--- src/rtl/lb_byte_master_if.sv ---
// Byte command/response streams and local-bus signals of lb_byte_master.
// master: the byte master itself; slave: the transport + CSR side facing it.
interface lb_byte_master_if #(
   parameter int ADDR_W = 8,
   parameter int DATA_W = 16,
   parameter int STRB_W = DATA_W / 8
);
   logic [7:0]        cmd_data;
   logic              cmd_valid;
   logic              cmd_ready;
   logic [7:0]        rsp_data;
   logic              rsp_valid;
   logic              rsp_ready;
   logic [ADDR_W-1:0] lb_waddr;
   logic [DATA_W-1:0] lb_wdata;
   logic              lb_wen;
   logic [STRB_W-1:0] lb_wstrb;
   logic              lb_wready;
   logic [ADDR_W-1:0] lb_raddr;
   logic              lb_ren;
   logic [DATA_W-1:0] lb_rdata;
   logic              lb_rvalid;

   modport master (
      input  cmd_data, cmd_valid, rsp_ready, lb_wready, lb_rdata, lb_rvalid,
      output cmd_ready, rsp_data, rsp_valid,
      output lb_waddr, lb_wdata, lb_wen, lb_wstrb, lb_raddr, lb_ren
   );

   modport slave (
      output cmd_data, cmd_valid, rsp_ready, lb_wready, lb_rdata, lb_rvalid,
      input  cmd_ready, rsp_data, rsp_valid,
      input  lb_waddr, lb_wdata, lb_wen, lb_wstrb, lb_raddr, lb_ren
   );
endinterface

--- src/rtl/lb_byte_master.sv ---
// Local-bus initiator: decodes a byte command stream into LB writes/reads and
// returns a status byte (plus read data, LSB first) on the response stream.
module lb_byte_master #(
   parameter int ADDR_W  = 8,
   parameter int DATA_W  = 16,
   parameter int STRB_W  = DATA_W / 8,
   parameter int TIMEOUT = 255
) (
   input  logic              clk,
   input  logic              rst,
   lb_byte_master_if.master  bus,
   output logic              busy
);
   localparam int unsigned AB    = ADDR_W / 8;
   localparam int unsigned DB    = DATA_W / 8;
   localparam int          TMO_W = $clog2(TIMEOUT + 1);

   localparam logic [2:0] S_IDLE  = 3'd0;
   localparam logic [2:0] S_ADDR  = 3'd1;
   localparam logic [2:0] S_WDATA = 3'd2;
   localparam logic [2:0] S_WSTRB = 3'd3;
   localparam logic [2:0] S_WRITE = 3'd4;
   localparam logic [2:0] S_READ  = 3'd5;
   localparam logic [2:0] S_RESP  = 3'd6;

   localparam logic [7:0] OP_WRITE = 8'h01;
   localparam logic [7:0] OP_READ  = 8'h02;

   logic [2:0]        state;
   logic [7:0]        byte_cnt;
   logic [7:0]        rsp_last;
   logic [7:0]        status;
   logic              is_read;
   logic [ADDR_W-1:0] addr_r;
   logic [DATA_W-1:0] wdata_r;
   logic [DATA_W-1:0] rdata_r;
   logic [STRB_W-1:0] strb_r;
   logic              wen_r;
   logic              ren_r;
   logic [TMO_W-1:0]  tmo;

   logic              cmd_acc;
   logic              rsp_acc;
   logic              tmo_hit;
   logic [DATA_W+7:0] rsp_word;
   logic [7:0]        rsp_byte;

   // rst gates the handshakes so nothing is accepted or offered in the reset cycle
   assign bus.cmd_ready = !rst && (state == S_IDLE || state == S_ADDR ||
                                   state == S_WDATA || state == S_WSTRB);
   assign bus.rsp_valid = !rst && (state == S_RESP);
   assign cmd_acc       = bus.cmd_valid && bus.cmd_ready;
   assign rsp_acc       = bus.rsp_valid && bus.rsp_ready;
   assign tmo_hit       = (tmo == TMO_W'(TIMEOUT));
   assign rsp_word      = {rdata_r, status};
   assign bus.rsp_data  = bus.rsp_valid ? rsp_byte : '0;

   assign bus.lb_waddr  = addr_r;
   assign bus.lb_raddr  = addr_r;
   assign bus.lb_wdata  = wdata_r;
   assign bus.lb_wstrb  = strb_r;
   assign bus.lb_wen    = wen_r;
   assign bus.lb_ren    = ren_r;
   assign busy          = (state != S_IDLE);

   always_comb begin
      rsp_byte = '0;
      for (int unsigned i = 0; i <= DB; i++)
         if (byte_cnt == 8'(i)) rsp_byte = rsp_word[8*i +: 8];
   end

   always_ff @(posedge clk) begin
      if (rst) begin
         state    <= S_IDLE;
         byte_cnt <= '0;
         rsp_last <= '0;
         status   <= '0;
         is_read  <= 1'b0;
         addr_r   <= '0;
         wdata_r  <= '0;
         rdata_r  <= '0;
         strb_r   <= '0;
         wen_r    <= 1'b0;
         ren_r    <= 1'b0;
         tmo      <= '0;
      end else begin
         case (state)
            S_IDLE: if (cmd_acc) begin
               byte_cnt <= '0;
               if (bus.cmd_data == OP_WRITE) begin
                  is_read <= 1'b0;
                  state   <= S_ADDR;
               end else if (bus.cmd_data == OP_READ) begin
                  is_read <= 1'b1;
                  state   <= S_ADDR;
               end else begin
                  status   <= 8'hFF;
                  rsp_last <= '0;
                  state    <= S_RESP;
               end
            end
            S_ADDR: if (cmd_acc) begin
               for (int unsigned i = 0; i < AB; i++)
                  if (byte_cnt == 8'(i)) addr_r[8*i +: 8] <= bus.cmd_data;
               if (byte_cnt == 8'(AB - 1)) begin
                  byte_cnt <= '0;
                  tmo      <= '0;
                  if (is_read) begin
                     ren_r <= 1'b1;
                     state <= S_READ;
                  end else begin
                     state <= S_WDATA;
                  end
               end else begin
                  byte_cnt <= byte_cnt + 8'd1;
               end
            end
            S_WDATA: if (cmd_acc) begin
               for (int unsigned i = 0; i < DB; i++)
                  if (byte_cnt == 8'(i)) wdata_r[8*i +: 8] <= bus.cmd_data;
               if (byte_cnt == 8'(DB - 1)) begin
                  byte_cnt <= '0;
                  state    <= S_WSTRB;
               end else begin
                  byte_cnt <= byte_cnt + 8'd1;
               end
            end
            S_WSTRB: if (cmd_acc) begin
               strb_r <= bus.cmd_data[STRB_W-1:0];
               wen_r  <= 1'b1;
               tmo    <= '0;
               state  <= S_WRITE;
            end
            // handshake is tested before the timeout so it wins a same-cycle tie
            S_WRITE: begin
               if (bus.lb_wready || tmo_hit) begin
                  wen_r    <= 1'b0;
                  status   <= bus.lb_wready ? 8'h00 : 8'h01;
                  rsp_last <= '0;
                  byte_cnt <= '0;
                  state    <= S_RESP;
               end else begin
                  tmo <= tmo + 1'b1;
               end
            end
            S_READ: begin
               if (bus.lb_rvalid || tmo_hit) begin
                  ren_r    <= 1'b0;
                  status   <= bus.lb_rvalid ? 8'h00 : 8'h01;
                  rdata_r  <= bus.lb_rvalid ? bus.lb_rdata : '0;
                  rsp_last <= 8'(DB);
                  byte_cnt <= '0;
                  state    <= S_RESP;
               end else begin
                  tmo <= tmo + 1'b1;
               end
            end
            S_RESP: if (rsp_acc) begin
               if (byte_cnt == rsp_last) begin
                  byte_cnt <= '0;
                  state    <= S_IDLE;
               end else begin
                  byte_cnt <= byte_cnt + 8'd1;
               end
            end
            default: state <= S_IDLE;
         endcase
      end
   end
endmodule

--- src/flat_wrapper.sv ---
// flat-port wrapper written by rule: the top's interface ports become plain ports
module lb_byte_master_flat 
#(
   parameter int ADDR_W  = 8,
   parameter int DATA_W  = 16,
   parameter int STRB_W  = DATA_W / 8,
   parameter int TIMEOUT = 255
)
  (clk, rst, busy, bus_cmd_data, bus_cmd_valid, bus_rsp_ready, bus_lb_wready, bus_lb_rdata, bus_lb_rvalid, bus_cmd_ready, bus_rsp_data, bus_rsp_valid, bus_lb_waddr, bus_lb_wdata, bus_lb_wen, bus_lb_wstrb, bus_lb_raddr, bus_lb_ren);
  lb_byte_master_if #(.ADDR_W(ADDR_W), .DATA_W(DATA_W), .STRB_W(STRB_W)) bus_i ();
  input  logic clk;
  input  logic rst;
  output logic busy;
  input wire logic [$bits(bus_i.cmd_data)-1:0] bus_cmd_data;
  input wire logic [$bits(bus_i.cmd_valid)-1:0] bus_cmd_valid;
  input wire logic [$bits(bus_i.rsp_ready)-1:0] bus_rsp_ready;
  input wire logic [$bits(bus_i.lb_wready)-1:0] bus_lb_wready;
  input wire logic [$bits(bus_i.lb_rdata)-1:0] bus_lb_rdata;
  input wire logic [$bits(bus_i.lb_rvalid)-1:0] bus_lb_rvalid;
  output wire logic [$bits(bus_i.cmd_ready)-1:0] bus_cmd_ready;
  output wire logic [$bits(bus_i.rsp_data)-1:0] bus_rsp_data;
  output wire logic [$bits(bus_i.rsp_valid)-1:0] bus_rsp_valid;
  output wire logic [$bits(bus_i.lb_waddr)-1:0] bus_lb_waddr;
  output wire logic [$bits(bus_i.lb_wdata)-1:0] bus_lb_wdata;
  output wire logic [$bits(bus_i.lb_wen)-1:0] bus_lb_wen;
  output wire logic [$bits(bus_i.lb_wstrb)-1:0] bus_lb_wstrb;
  output wire logic [$bits(bus_i.lb_raddr)-1:0] bus_lb_raddr;
  output wire logic [$bits(bus_i.lb_ren)-1:0] bus_lb_ren;
  assign bus_i.cmd_data = bus_cmd_data;
  assign bus_i.cmd_valid = bus_cmd_valid;
  assign bus_i.rsp_ready = bus_rsp_ready;
  assign bus_i.lb_wready = bus_lb_wready;
  assign bus_i.lb_rdata = bus_lb_rdata;
  assign bus_i.lb_rvalid = bus_lb_rvalid;
  assign bus_cmd_ready = bus_i.cmd_ready;
  assign bus_rsp_data = bus_i.rsp_data;
  assign bus_rsp_valid = bus_i.rsp_valid;
  assign bus_lb_waddr = bus_i.lb_waddr;
  assign bus_lb_wdata = bus_i.lb_wdata;
  assign bus_lb_wen = bus_i.lb_wen;
  assign bus_lb_wstrb = bus_i.lb_wstrb;
  assign bus_lb_raddr = bus_i.lb_raddr;
  assign bus_lb_ren = bus_i.lb_ren;
  lb_byte_master #(.ADDR_W(ADDR_W), .DATA_W(DATA_W), .STRB_W(STRB_W), .TIMEOUT(TIMEOUT)) u_core (.clk(clk), .rst(rst), .bus(bus_i), .busy(busy));
endmodule
--- config.mk ---
export PLATFORM = sky130hd
export DESIGN_NAME = lb_byte_master_flat
export DESIGN_NICKNAME = d
export VERILOG_FILES = /design/src/rtl/lb_byte_master_if.sv /design/src/rtl/lb_byte_master.sv /design/src/flat_wrapper.sv
export SDC_FILE = /design/constraint.sdc
export NUM_CORES = 1
export LEC_CHECK = 0
export BUFFER_PORTS_ARGS = -buffer_cell sky130_fd_sc_hd__buf_2
export CORE_MARGIN = 5
export CORE_UTILIZATION = 53
export DETAILED_ROUTE_END_ITERATION = 7
export PLACE_DENSITY_LB_ADDON = 0.15
export SYNTH_ARGS = -nofsm -noshare
export SYNTH_HDL_FRONTEND = slang
export SYNTH_SLANG_ARGS = --single-unit
export TNS_END_PERCENT = 50
--- constraint.sdc ---
create_clock -name clk -period 2.6 [get_ports clk]
set_clock_uncertainty 0.15 [all_clocks]
set_input_delay 0.13 -clock clk [delete_from_list [all_inputs] [get_ports clk]]
set_output_delay 0.13 -clock clk [all_outputs]
set_load 0.02 [all_outputs]
==> flow_summary.ini <==
[clocking]
clock_latency_ps = 340
cts_buffers = 9
clockRootBuffer = clkbuf_8
cts_tree = done
clkSlewWorstSetupHoldPaths_ps = 70
cts.sinks = 67
cts_buffer_depth = 2
post-cts-setup-buffer-count = 0
cts_htree_levels = 3

[final_layout]
drive_gt1_share_pct = 22.7
n_fill_cell = 510
diodes = 0
fin_nets = 518
area_growth_pct = 26.6
design_area_sq_um = 4130
fin_cells = 563

[placement]
place_hpwl_microns = 5900
port-buffer-count = 76
post-place-ws_ps = 99.0
dpl.cell_count = 523
placed_area_sq_um = 3640
place_congestion = 0.817

[die]
start_util_pct = 54.7
die_w_microns = 88.4
die_h_microns = 88.4
core-area_sq_um = 5960
dieArea_sq_um = 7820
ios = 77
rows = 28

[setup_path]
timing.reg2reg.setup_slack_ps = 160
crit_chain = inv_1 > ha_1 > nor3b_1 > a2111oi_1 > nor3_2 > nor2_1 > mux2_2
rr_worst_depth = 7
worstReg2RegStart = u_core.byte_cnt[1]$_SDFFE_PP0P_
critPathLaunchType = flop
required_ps = 2730
arrival_ps = 2570
reg2reg_to = u_core.byte_cnt[0]$_SDFFE_PP0P_
crit_fanout = 7
cp_slowest_cell = a2111oi_1
cpPeakStageDelay_ps = 560
critical-path-top-delay-family = simple AND/OR/NAND/NOR gates
crit_start = u_core.byte_cnt[1]$_SDFFE_PP0P_
cp-end-kind = flop
path_class = reg -> reg
critPathBufInv = 1

[global_route]
grt_max_degree = 42
antenna_found_initial = 0
grt_use_total_pct = 21.7
grt_pass1_wl_microns = 13400
gr-total-overflow = 0
grt_pass1_vias = 2914

[synth]
syn_nets = 430
async_reset_ff_share_pct = 0
synthMostInstantiatedCell = dfxtp_1
postSynthCellCount = 395
synthesis.area_sq_um = 3260
postSynthAreaPerCell_sq_um = 8.25
synth_seq_cells = 67
ys_top_cells_by_area = dfxtp_1, nor2_1, nand2_1
ys_warn_count = 0
ys_dominant_reg_cell = dfxtp_1
synth-edff-count = 0
synth.yosys.seq_area_share_pct = 41.1
synth_largest_area_cell = dfxtp_1
synth_top_cell_area_share_pct = 41.1
synth.distinct_cells = 52
yosys-top-cells-count = dfxtp_1, nor2_1, nand2_1

[status]
status = complete, no violations

[route]
drtAntennaViolNets = 0
viasPerCell = 5.56
drt_first_pass_iters = 4
vias = 3129
wl_microns = 8360
drtIter0Drc = 140
wl_per_cell_microns = 14.9
drc = 0

[run]
drv_cap = 0

[timing]
finalSetupTns_ps = 0
timing.final.ws_setup_ps = 163
clock.fmax_mhz = 410
finalCriticalPeriod_ps = 2440
rsz0062_at_grt = no
period_share_pct = 93.7
slew_headroom_pct = 61.1
setup_viol = 0
hold_slack_ps = 75.4
timing_hold_violations_final = 0
drv_slew = 0
worstMarginPinSlew_ps = 584

[power_and_ir_drop]
switching_power_uw = 878
clkPwrFrac_pct = 35.8
netSwitchingFraction_pct = 31.1
seq_power_share_pct = 40.7
pwr-share-comb_pct = 23.5
ir_drop_mv = 0.460
cellLeakagePower_nw = 1.77
p_int_mw = 1.94
power.density_nw_per_um2 = 684

[hold_path]
hp-start = bus_lb_wready
holdPathEnd = u_core.bus.lb_wen$_SDFFE_PP0P_
holdPathStages = 4
hp-class = in -> reg
[placed cells by master, fill, tap and decap left out, types with 3 or more instances in the layout]
cell | Yosys | routed
nand2_1 | 48 | 47
o21ai_0 | 12 | 12
nor2_1 | 49 | 49
ha_1 | 5 | 5
inv_1 | 7 | 7
nand3b_1 | 3 | 3
buf_2 | 5 | 76
o211ai_1 | 12 | 12
nor3_1 | 6 | 6
xor2_1 | 3 | 3
a22oi_1 | 17 | 17
xnor2_1 | 5 | 5
a21oi_1 | 33 | 33
nand3_1 | 14 | 14
dfxtp_1 | 67 | 67
a22o_1 | 5 | 5
and3_1 | 6 | 6
mux2i_1 | 12 | 12
buf_4 | 8 | 7
nor2b_1 | 13 | 12
o22ai_1 | 4 | 4
nand2b_1 | 8 | 8
clkbuf_8 | 0 | 11
dlygate4sd3_1 | 0 | 24
[area by class of cell]
class                           instances  area [sq um]  share of cell area [%]
Clock buffer                           11           151                    3.67
Multi-Input combinational cell        291          1760                    42.5
Clock inverter                          5          85.1                    2.06
Timing Repair Buffer                  107           673                    16.3
Inverter                                7          26.3                   0.637
Sequential cell                        67          1340                    32.5
Tap cell                               75          93.8                    2.27
[power groups by stage]
| stage | registers, mW | clock network (mW) | logic [mW] |
|---|---|---|---|
| 2_1_floorplan | 1.14 | 0 | 0.480 |
| 3_3_place_gp | 1.17 | 0 | 0.613 |
| 3_5_place_dp | 1.17 | 0 | 0.622 |
| 4_1_cts | 1.14 | 1.02 | 0.653 |
| 5_1_grt | 1.16 | 1.07 | 0.724 |
| 6_report | 1.15 | 1.01 | 0.664 |
[metrics by stage]
stage / util (%) / power [mW]
after floorplan: - / 1.62
after global placement: 61.1 / 1.78
after detailed placement: 61.1 / 1.79
after CTS: 69.1 / 2.82
after global routing: 69.3 / 2.95
final: 69.3 / 2.82
[state kept, by name, indices dropped and copies added, names as in the netlist]
signal	cells
u_core.byte_cnt	8
u_core.state	3
u_core.bus.lb_wstrb	2
u_core.rdata_r	16
u_core.rsp_last	1
u_core.bus.lb_ren	1
u_core.bus.lb_wen	1
u_core.status	2
u_core.bus.lb_raddr	8
u_core.is_read	1
u_core.tmo	8
u_core.bus.lb_wdata	16
[worst max-delay path by stage]
stage | end | slack (ps) | cells past startpoint
final | u_core.byte_cnt[0]$_SDFFE_PP0P_ | 160 | 7
after global placement | u_core.byte_cnt[0]$_SDFFE_PP0P_ | 230 | 7
after detailed placement | u_core.byte_cnt[0]$_SDFFE_PP0P_ | 100 | 7
after global routing | u_core.byte_cnt[0]$_SDFFE_PP0P_ | 1 | 7
after floorplan | u_core.byte_cnt[0]$_SDFFE_PP0P_ | 430 | 7
after CTS | u_core.byte_cnt[0]$_SDFFE_PP0P_ | 60 | 7
[cell families after synthesis]
group,after synthesis,synth area share [%]
mux,14,4.49
simple gates,165,24.8
compound gates,99,20.1
flops,67,41.1
fa+ha+maj,5,1.92
buf+inv,37,5.37
xor+xnor,8,2.15
[layer usage]
metal / vias to the layer above / wire [microns] / GRT usage, %
met5: - / 0 / 0
met4: 0 / 86 / 7.14
met1: 1455 / 3640 / 27.6
li1: 1572 / - / -
met2: 94 / 4070 / 36.4
met3: 8 / 567 / 5.03
[worst min-delay path: cells and delay by family]
kind                   cells  cell delay (ps)
buffers and inverters      1              100
AND/OR/NAND/NOR            3              270
[what timing repair did]
item	in CTS	in global routing
hold endpoints to repair	41	0
resized for setup	1	3
endpoints found under the setup margin	1	13
pin swaps	0	1
hold buffers	24	0
Note: power is estimated with default switching activity, not from simulation.
